File: src/rtl/enc_pkg.sv
// Shared encoder/decoder package: default vector width, index-width derivation
// and the sequential encoder state type.
package enc_pkg;

  localparam int WIDTH_DEFAULT = 8;

  function automatic int idx_w(input int width);
    return $clog2(width);
  endfunction

  localparam int IDX_W_DEFAULT = idx_w(WIDTH_DEFAULT);

  typedef enum logic [0:0] {
    IDLE = 1'b0,
    EMIT = 1'b1
  } enc_state_e;

endpackage

File: src/rtl/seq_priority_encoder_if.sv
// Request-in / index-out handshake bundle for seq_priority_encoder.
interface seq_priority_encoder_if
  import enc_pkg::*;
#(
  parameter int WIDTH = WIDTH_DEFAULT
);
  localparam int IDX_W = idx_w(WIDTH);

  // Both channels use valid/ready: a transfer happens on a rising clock edge
  // where valid and ready are both high; the source holds valid and payload
  // stable until that edge, and ready may depend on nothing from the source.
  logic             in_valid;
  logic             in_ready;
  logic [WIDTH-1:0] data_in;

  logic             out_valid;
  logic             out_ready;
  logic [IDX_W-1:0] data_out;
  logic             out_last;

  // Environment side: produces vectors, consumes indices.
  modport master (
    output in_valid, data_in, out_ready,
    input  in_ready, out_valid, data_out, out_last
  );

  // Encoder side.
  modport slave (
    input  in_valid, data_in, out_ready,
    output in_ready, out_valid, data_out, out_last
  );

endinterface

File: src/rtl/prio_find.sv
// Combinational fixed-priority search over a request vector. Defining
// SEQ_PRIO_ENC_MSB_FIRST_EN selects the highest set bit; otherwise the lowest.
module prio_find
  import enc_pkg::*;
#(
  parameter int WIDTH = WIDTH_DEFAULT,
  localparam int IDX_W = idx_w(WIDTH)
) (
  input  logic [WIDTH-1:0] vector,
  output logic [IDX_W-1:0] idx,
  output logic             one_left
);

  always_comb begin
    idx = '0;
`ifdef SEQ_PRIO_ENC_MSB_FIRST_EN
    // Ascending scan: the last hit is the highest set bit.
    for (int i = 0; i < WIDTH; i++) begin
      if (vector[i]) idx = IDX_W'(i);
    end
`else
    // Descending scan: the last hit is the lowest set bit.
    for (int i = WIDTH - 1; i >= 0; i--) begin
      if (vector[i]) idx = IDX_W'(i);
    end
`endif
  end

  // Exactly one bit set: non-zero and clearing the lowest bit leaves nothing.
  assign one_left = (vector != '0) && ((vector & (vector - WIDTH'(1))) == '0);

endmodule

File: src/rtl/seq_priority_encoder.sv
// Sequential priority encoder: accepts a multi-hot vector and emits one index
// per output handshake. Order set by SEQ_PRIO_ENC_MSB_FIRST_EN (default LSB-first).
module seq_priority_encoder
  import enc_pkg::*;
#(
  parameter int WIDTH = WIDTH_DEFAULT,
  localparam int IDX_W = idx_w(WIDTH)
) (
  input  logic                  clk,
  input  logic                  rst_n,
  seq_priority_encoder_if.slave bus,
  output logic                  busy,
  output enc_state_e            state_dbg
);

  enc_state_e       state, state_nxt;
  logic [WIDTH-1:0] pending, pending_nxt;
  logic [IDX_W-1:0] find_idx;
  logic             one_left;
  logic [WIDTH-1:0] sel_mask;

  logic             in_ready_c;
  logic             out_valid_c;
  logic [IDX_W-1:0] data_out_c;
  logic             out_last_c;

  prio_find #(.WIDTH(WIDTH)) u_prio_find (
    .vector   (pending),
    .idx      (find_idx),
    .one_left (one_left)
  );

  assign sel_mask = {{(WIDTH-1){1'b0}}, 1'b1} << find_idx;

  always_ff @(posedge clk or negedge rst_n) begin
    if (!rst_n) begin
      state   <= IDLE;
      pending <= '0;
    end else begin
      state   <= state_nxt;
      pending <= pending_nxt;
    end
  end

  // Outputs depend only on state and pending, so no input reaches an output
  // combinationally; the last handshake returns to IDLE before a new accept.
  always_comb begin
    state_nxt   = state;
    pending_nxt = pending;
    in_ready_c  = 1'b0;
    out_valid_c = 1'b0;
    data_out_c  = '0;
    out_last_c  = 1'b0;
    busy        = 1'b0;
    unique case (state)
      IDLE: begin
        in_ready_c = 1'b1;
        if (bus.in_valid) begin
          pending_nxt = bus.data_in;
          if (bus.data_in != '0) state_nxt = EMIT;
        end
      end
      EMIT: begin
        busy        = 1'b1;
        out_valid_c = 1'b1;
        data_out_c  = find_idx;
        out_last_c  = one_left;
        if (bus.out_ready) begin
          pending_nxt = pending & ~sel_mask;
          if (one_left) state_nxt = IDLE;
        end
      end
      default: begin
        state_nxt   = IDLE;
        pending_nxt = '0;
      end
    endcase
  end

  assign bus.in_ready  = in_ready_c;
  assign bus.out_valid = out_valid_c;
  assign bus.data_out  = data_out_c;
  assign bus.out_last  = out_last_c;
  assign state_dbg     = state;

  // Stalled output must not change, and EMIT never runs on an empty vector.
  a_hold_stable: assert property (@(posedge clk) disable iff (!rst_n)
    (out_valid_c && !bus.out_ready) |=> (out_valid_c && $stable(data_out_c) && $stable(out_last_c)));

  a_emit_nonzero: assert property (@(posedge clk) disable iff (!rst_n)
    (state == EMIT) |-> (pending != '0));

endmodule

File: src/flat_wrapper.sv
// flat-port wrapper written by rule: the top's interface ports become plain ports
module seq_priority_encoder_flat import enc_pkg::*;
#(
  parameter int WIDTH = WIDTH_DEFAULT,
  localparam int IDX_W = idx_w(WIDTH)
)
  (clk, rst_n, busy, state_dbg, bus_in_valid, bus_data_in, bus_out_ready, bus_in_ready, bus_out_valid, bus_data_out, bus_out_last);
  seq_priority_encoder_if #(.WIDTH(WIDTH)) bus_i ();
  input  logic clk;
  input  logic rst_n;
  output logic busy;
  output enc_state_e state_dbg;
  input wire logic [$bits(bus_i.in_valid)-1:0] bus_in_valid;
  input wire logic [$bits(bus_i.data_in)-1:0] bus_data_in;
  input wire logic [$bits(bus_i.out_ready)-1:0] bus_out_ready;
  output wire logic [$bits(bus_i.in_ready)-1:0] bus_in_ready;
  output wire logic [$bits(bus_i.out_valid)-1:0] bus_out_valid;
  output wire logic [$bits(bus_i.data_out)-1:0] bus_data_out;
  output wire logic [$bits(bus_i.out_last)-1:0] bus_out_last;
  assign bus_i.in_valid = bus_in_valid;
  assign bus_i.data_in = bus_data_in;
  assign bus_i.out_ready = bus_out_ready;
  assign bus_in_ready = bus_i.in_ready;
  assign bus_out_valid = bus_i.out_valid;
  assign bus_data_out = bus_i.data_out;
  assign bus_out_last = bus_i.out_last;
  seq_priority_encoder #(.WIDTH(WIDTH)) u_core (.clk(clk), .rst_n(rst_n), .bus(bus_i), .busy(busy), .state_dbg(state_dbg));
endmodule
File: config.mk
export PLATFORM = sky130hd
export DESIGN_NAME = seq_priority_encoder_flat
export DESIGN_NICKNAME = d
export VERILOG_FILES = /design/src/rtl/enc_pkg.sv /design/src/rtl/seq_priority_encoder_if.sv /design/src/rtl/prio_find.sv /design/src/rtl/seq_priority_encoder.sv /design/src/flat_wrapper.sv
export SDC_FILE = /design/constraint.sdc
export NUM_CORES = 1
export LEC_CHECK = 0
export ABC_AREA = 0
export CAP_MARGIN = 10
export CORE_AREA = 4 4 44 46
export DETAILED_ROUTE_END_ITERATION = 6
export DIE_AREA = 0 0 48 50
export GPL_TIMING_DRIVEN = 0
export MAX_ROUTING_LAYER = met4
export PLACE_DENSITY = 0.73
export SLEW_MARGIN = 20
export SYNTH_ARGS = -nofsm -noshare
export SYNTH_HDL_FRONTEND = slang
export SYNTH_HIERARCHICAL = 1
export SYNTH_SLANG_ARGS = --single-unit
File: constraint.sdc
create_clock -name clk -period 2.8 [get_ports clk]
set_clock_uncertainty 0.05 [all_clocks]
set_input_delay 0.56 -clock clk [delete_from_list [all_inputs] [get_ports clk]]
set_output_delay 0.56 -clock clk [all_outputs]
set_load 0.01 [all_outputs]
# After elaboration in Yosys (flattened, before gate mapping)
# Cells that the tools add are included.
# op_classes
addsub	1
eq_ne	2
n_shift	1
n_mux	20
bitwise_logic	4
reduce_logical	5
# op_table
operator	n
two-way mux 3 bit	9
AND 8 bit	2
two-way mux 8 bit	2
case mux 8 bit (2 select lines)	1
nonzero test 8 bit	2
logical NOT 8 bit	1
NOT 8 bit	1
left shift 1 x 3 -> 8 bit (first input constant)	1
subtractor 8 x 1 -> 8 bit (second input constant)	1
two-way mux 1 bit	7
inequality test 2 bit (second input constant)	2
case mux 1 bit (2 select lines)	1
AND reduction 2 bit	1
logical AND 1 bit	1
NOT 1 bit	1
# word_totals
ff_bits	9
inputBits	12
output_inout_bits	8
wordCells	35

# Logic depth before layout (Yosys ltp)
# logic_depth
ltp_word	13
depth_mapped	7
mapped_depth_nobuf	7

# Hierarchy
# The synthesis kept the hierarchy.
# by_module_without_submodules
mod	n_inst	cells_each	area_each_um2
seq_priority_encoder	1	46	489.2
prio_find	1	23	162.7

# Worst setup path before layout
# No wires, ideal clock.
# synth_path
path_kind	reg-to-output
from	register u_core.pending[3]
to	output port bus_out_last
t_arrival_ns	1.614
t_required_ns	2.190
setup_slack_ns	0.576
stages_incl_launch_ff	5
path_cell_list	dfrtp_1 > or4_4 > a2111oi_4 > o22a_2 > and2_1
# synth_between
elab_chain_cells	5
elab_cells_between_ends	6
classes_between	add/sub: 1; mux: 1; bitwise: 1; reduce/logical: 3
# synth_rtl
item	line	source
start: declaration	seq_priority_encoder.sv:17	logic [WIDTH-1:0] pending, pending_nxt;
start signal: assignment	seq_priority_encoder.sv:41	pending <= pending_nxt;
subtractor 8 x 1 -> 8 bit	prio_find.sv:30	assign one_left = (vector != '0) && ((vector & (vector - WIDTH'(1))) == '0);
AND 8 bit	prio_find.sv:30	
logical NOT 8 bit	prio_find.sv:30	
logical AND 1 bit (*)	prio_find.sv:30	
net u_core.one_left	seq_priority_encoder.sv:19	logic one_left;
two-way mux 1 bit (*)	seq_priority_encoder.sv:55	unique case (state)
end: declaration	flat_wrapper.sv:19	output wire logic [$bits(bus_i.out_last)-1:0] bus_out_last;
# Mark *: on every way through the listed nets, which the timed path passes. The rest lies on a longest branch.

# Worst setup path in the final report
# Same ends and word-level chain as after synthesis.

==> flow_summary.json <==
{
  "worst-endpoint-required_ps": 2190,
  "power.sequential.fraction": 0.287,
  "die-height_um": 50,
  "clockBufferDepth": 2,
  "routed_wirelength_um": 1740,
  "setup.worst_path.end_class": "primary output",
  "distinct_cells_synth": 26,
  "seqCellArea_um2": 228,
  "post_layout_nonfiller_instances": 110,
  "die_x_um": 48,
  "period_minus_slack_ps": 2770,
  "detail_route.wl_per_cell_um": 15.8,
  "clock_latency_ps": 270,
  "run_status": "complete, no violations",
  "place_area_um2": 862,
  "netlist.top_cell.by_area": "sky130_fd_sc_hd__dfrtp_1",
  "path_clk_slew_ps": 60,
  "grt.total_usage": 0.171,
  "cts_tree": "done",
  "netlist_instances": 69,
  "grt_first_pass_wirelength_um": 2780,
  "power.ir.vdd_worst_mv": 0.536,
  "total_power_mw": 1.08,
  "grt_setup_unrepaired": "yes",
  "synth_warnings": 6,
  "placementRows": 14,
  "tightestPinTransition_ps": 441,
  "drt-pass1-iter-count": 4,
  "hold_removal_path_class": "reg2reg",
  "die_area_um2": 2400,
  "viasPerCell": 5.80,
  "tcrit_tclk_final": 0.989,
  "grt_pass1_vias": 601,
  "relSlewSlack": 0.705,
  "fill_cells": 129,
  "critical_path_arrival_ps": 2160,
  "io-pin-count": 20,
  "placeableCoreArea_um2": 1510,
  "avgSynthCellArea_um2": 9.45,
  "timing.final.setup_violations": 0,
  "final_stage_net_count": 107,
  "groute.layer.met2.usage": 0.238,
  "cell_depth_of_the_worst_min_delay_path": 1,
  "tritoncts_num_sinks": 9,
  "ys_seq_area_frac": 0.345,
  "drc": 0,
  "drc_marker_count_from_the_first_detailed_route_iteration": 12,
  "drive_gt1_frac": 0.202,
  "area_growth_syn_to_fin_pct": 41.5,
  "gr-usage-met1": 0.212,
  "setup-tns-final_ps": 0,
  "upper_clock_frequency_limit_mhz": 361,
  "cp_cell_sequence": "or4_4 -> a2111oi_4 -> o22a_2 -> and2_1 -> clkdlybuf4s15_1",
  "critPathMaxStageDelay_ps": 580,
  "grt_antenna_before_repair": 0,
  "dpl.hpwl_um": 1300,
  "cp_max_fo": 4,
  "postLayoutCellArea_um2": 922,
  "remaining_number_of_nets_flagged_by_the_antenna_check_after_routing": 0,
  "netlist_area_um2": 652,
  "critPathSlowestCell": "sky130_fd_sc_hd__or4_4",
  "synth.net_count": 81,
  "share_of_power_burned_in_the_clock_network": 0.098,
  "via_count": 638,
  "final_weighted_congestion_in_routability_driven_placement": 0.782,
  "power.density_nw_per_um2": 1170,
  "leakagePower_nw": 0.384,
  "use_met3": 0.0655,
  "reg2reg_depth": 5,
  "timing.final.hold_violations": 0,
  "synth_top_area_frac": 0.345,
  "drv_slew": 0,
  "h-tree-depth": 1,
  "cp-start-kind": "flop",
  "intPower_mw": 0.622,
  "cts_inserted_buffers": 3,
  "synth.ff_latch_count": 9,
  "multi_input_gate_area_um2": 394,
  "swShare": 0.422,
  "top_post_synthesis_cells_by_area": "sky130_fd_sc_hd__dfrtp_1 (35%), sky130_fd_sc_hd__a22o_1 (12%), sky130_fd_sc_hd__o21ai_1 (5.4%), sky130_fd_sc_hd__a2111oi_4 (4.2%), sky130_fd_sc_hd__buf_4 (3.5%)",
  "antenna_cells_inserted": 0,
  "p_sw_mw": 0.454,
  "globalRoute.busiestLayer": "met2",
  "globalRouteOverflowTotal": 0,
  "criticalPathCategory": "reg2out",
  "dpl.cell_count": 104,
  "grt_start_max_net_pins": 11,
  "share_comb_of_total_power": 0.614,
  "floorplan.initialDensity": 0.433,
  "cts.root.buffer_cell": "sky130_fd_sc_hd__clkbuf_4",
  "port-buffer-count": 19,
  "maxCapViolations": 0
}
power by group through the flow:
stage,registers [mW],clock network [mW],logic (mW)
floorplan,0.278,0,0.420
global placement,0.303,0,0.608
detailed placement,0.305,0,0.619
CTS,0.304,0.108,0.650
global route,0.324,0.117,0.723
finish,0.309,0.106,0.661
layout by cell type (no fill, tap or decap):
master,Yosys,layout
sky130_fd_sc_hd__nor3_1,4,4
sky130_fd_sc_hd__dfrtp_1,9,7
sky130_fd_sc_hd__xnor2_1,1,1
sky130_fd_sc_hd__clkbuf_1,0,1
sky130_fd_sc_hd__nand4_1,1,1
sky130_fd_sc_hd__o21ai_0,1,1
sky130_fd_sc_hd__or4_4,1,1
sky130_fd_sc_hd__a21oi_1,3,1
sky130_fd_sc_hd__dfrtp_2,0,2
sky130_fd_sc_hd__clkbuf_4,0,3
sky130_fd_sc_hd__buf_4,3,5
sky130_fd_sc_hd__a22o_1,9,9
sky130_fd_sc_hd__nor2b_4,1,1
sky130_fd_sc_hd__and4_1,1,1
sky130_fd_sc_hd__a2111oi_4,1,1
sky130_fd_sc_hd__and4b_1,2,2
sky130_fd_sc_hd__clkdlybuf4s15_1,0,1
sky130_fd_sc_hd__a21oi_2,0,2
sky130_fd_sc_hd__inv_1,4,4
sky130_fd_sc_hd__buf_6,1,1
sky130_fd_sc_hd__o21ai_1,7,7
sky130_fd_sc_hd__nand2_1,3,2
sky130_fd_sc_hd__nor4_1,3,2
sky130_fd_sc_hd__nand2b_1,3,3
sky130_fd_sc_hd__nor4_2,0,1
sky130_fd_sc_hd__clkdlybuf4s50_1,0,18
sky130_fd_sc_hd__nand2_2,0,1
sky130_fd_sc_hd__o41ai_1,1,1
sky130_fd_sc_hd__nor2_1,3,3
sky130_fd_sc_hd__maj3_1,1,1
sky130_fd_sc_hd__and4bb_1,1,1
sky130_fd_sc_hd__and2_1,3,3
sky130_fd_sc_hd__o21bai_1,1,1
sky130_fd_sc_hd__o22a_2,1,1
final timing paths:
path	start	endpoint	slack, ps
min reg2reg	u_core/pending[7]$_DFFE_PN0P_	u_core/pending[7]$_DFFE_PN0P_	530
min	u_core/pending[7]$_DFFE_PN0P_	u_core/pending[7]$_DFFE_PN0P_	530
max	u_core/pending[3]$_DFFE_PN0P_	bus_out_last	30
max reg2reg	u_core/pending[3]$_DFFE_PN0P_	u_core/state_dbg$_DFF_PN0_	860
max in group asynchronous	rst_n	u_core/pending[3]$_DFFE_PN0P_	1820
min in group asynchronous	rst_n	u_core/pending[5]$_DFFE_PN0P_	550
worst max-delay path, delay by kind of cell (launching register included):
kind,cells,cell delay (ps)
AOI/OAI and AO/OA,2,520
buffers and inverters,1,230
DFF,1,440
and+or+nand+nor,2,700
sequential cells by signal, summed over array words and instances (netlist names):
name	count
u_core/pending	8
u_core/state_dbg	1
stage by stage:
stage / util / hold WS (ps) / setup slack [ps]
after floorplan: - / 214 / 576
after global placement: 0.572 / 514 / -7.01
after detailed placement: 0.572 / 513 / -13.8
after CTS: 0.604 / 527 / 19.9
after global routing: 0.612 / 561 / -70.0
final: 0.612 / 526 / 29.9
area by class of cell:
cell class | count | area share
Multi-Input combinational cell | 52 | 0.427
Clock buffer | 4 | 0.0285
Inverter | 4 | 0.0163
Buffer | 4 | 0.0366
Timing Repair Buffer | 21 | 0.223
Sequential cell | 9 | 0.247
Tap cell | 16 | 0.0217
cell usage after synthesis:
cell,number
sky130_fd_sc_hd__nand2b_1,3
sky130_fd_sc_hd__and2_1,3
sky130_fd_sc_hd__inv_1,4
sky130_fd_sc_hd__dfrtp_1,9
sky130_fd_sc_hd__nor4_1,3
sky130_fd_sc_hd__and4bb_1,1
sky130_fd_sc_hd__nand4_1,1
sky130_fd_sc_hd__o21ai_1,7
sky130_fd_sc_hd__and4b_1,2
sky130_fd_sc_hd__buf_6,1
sky130_fd_sc_hd__maj3_1,1
sky130_fd_sc_hd__and4_1,1
sky130_fd_sc_hd__or4_4,1
sky130_fd_sc_hd__buf_4,3
sky130_fd_sc_hd__o41ai_1,1
sky130_fd_sc_hd__nor2b_4,1
sky130_fd_sc_hd__a21oi_1,3
sky130_fd_sc_hd__a2111oi_4,1
sky130_fd_sc_hd__xnor2_1,1
sky130_fd_sc_hd__a22o_1,9
sky130_fd_sc_hd__nor3_1,4
sky130_fd_sc_hd__o22a_2,1
sky130_fd_sc_hd__o21ai_0,1
sky130_fd_sc_hd__o21bai_1,1
sky130_fd_sc_hd__nand2_1,3
sky130_fd_sc_hd__nor2_1,3
routing by layer:
| layer | vias to the layer above | wire (um) |
|---|---|---|
| met5 | - | 0 |
| met1 | 301 | 781 |
| li1 | 310 | - |
| met4 | 0 | 37 |
| met2 | 23 | 789 |
| met3 | 4 | 126 |
kinds of logic (layout without fill, tap and decap cells):
logic type / count (synthesis) / count (layout) / share of synthesized area
AOI/OAI and AO/OA: 24 / 24 / 0.288
xor gates and xnor gates: 1 / 1 / 0.0134
adders and majority gates: 1 / 1 / 0.0154
buffers and inverters: 8 / 33 / 0.0748
DFF: 9 / 9 / 0.345
and+or+nand+nor: 26 / 26 / 0.263
timing repair:
action	CTS	global route
hold buffers	0	0
buffers inserted	2	0
pin swaps	1	0
gates resized for setup	5	3
endpoints found under the setup margin	2	3
Note: power is estimated with default switching activity, not from simulation.
==> edit: new RTL, same settings <==
Change the package constant `WIDTH_DEFAULT` from 8 to 7.
--- a/src/rtl/enc_pkg.sv
+++ b/src/rtl/enc_pkg.sv
@@ -4,3 +4,3 @@
 
-  localparam int WIDTH_DEFAULT = 8;
+  localparam int WIDTH_DEFAULT = 7;
 
Interface: changed (resized bus_data_in); port bits go from 20 to 19. No check against the original RTL was run, so the function may have changed too.
==> edit against the unedited design <==
Total power is 13% lower; synthesized area shrank 13%; sequential power decreased by 26%; wire length shrank 13%; global-route usage fell by 2.2 points; worst setup slack improved by 110 ps; via count is 7.8% lower; die area stayed put; critical path depth unchanged; first-iteration DRC count rose by 25%; design area is 10% lower; sequential cell count is 1 lower; largest cell class unchanged.
==> edit: results <==
[grt]
grt_pass1_wl_um = 2421
grt_use_met2 = 0.1960
grtUsageTotal = 0.1486
grt_pass1_vias = 514
grt_use_met3 = 0.02182

[placed_design]
hpwl_um = 1064
port_buffers = 18
post_dp_cell_area_um2 = 764.5
preCtsSetupSlack_ps = -58.60

[finish]
signal_buffers = 27
seqAreaFraction = 0.2421
nNonClkInverters = 2
finalInstanceArea_um2 = 827.0
largest_reg_flops = 7

[detailed_routing]
drt_iter0_drc = 15
met2_wirelength_um = 724
drt-vias-per-instance = 5.345

[timing]
max_freq_mhz = 376.6
fin_hold_ws_ps = 527.4
max_slew.worst_pin.slew_ps = 374.3

[power_and_ir_drop]
cellLeakagePower_nw = 0.3411
vdd_ir_drop_max_v = 0.0006524

[clocking]
cts_num_sinks = 8
post_cts_resize_count = 3

[worst_setup_path]
rr_worst_depth = 7
cp_data_arrival_time_ps = 2050

[logic_synthesis]
syn-instance-count = 68
synthTopCellsByCount = nand2_1 (13), dfrtp_1 (8), o21ai_0 (7)

[status]
status = finished clean
## edit: cell count changes after synthesis, moves of 2 or more
cell	delta
a22o_1	-7
and4b_1	-2
inv_1	-2
nand2_1	+10
nor2b_1	+2
nor3_1	-3
nor3b_1	+2
nor4_1	-3
o21ai_0	+6
o21ai_1	-6
o311ai_0	+2
## edit: cell families (layout without fill, tap and decap cells)
group,Yosys count,in the layout,synth area share
AND/OR/NAND/NOR,34,34,0.3459
buffers and inverters,6,32,0.05986
flip-flops,8,8,0.3548
AO/OA/AOI/OAI,20,20,0.2395
## edit: power breakdown
part | total [mW] | switching (mW) | internal [mW] | leakage [nW]
sequential | 0.228 | 0.0593 | 0.169 | 0.0989
clock | 0.0913 | 0.0421 | 0.0493 | 0.0138
combinational | 0.615 | 0.279 | 0.336 | 0.228
total | 0.934 | 0.380 | 0.554 | 0.341
## edit: worst max-delay path: stages (launching register included)
cell and delay (ps):
dfrtp_1 390, or4_4 550, or3b_1 370, a32oi_2 200, and2_1 150, buf_2 120
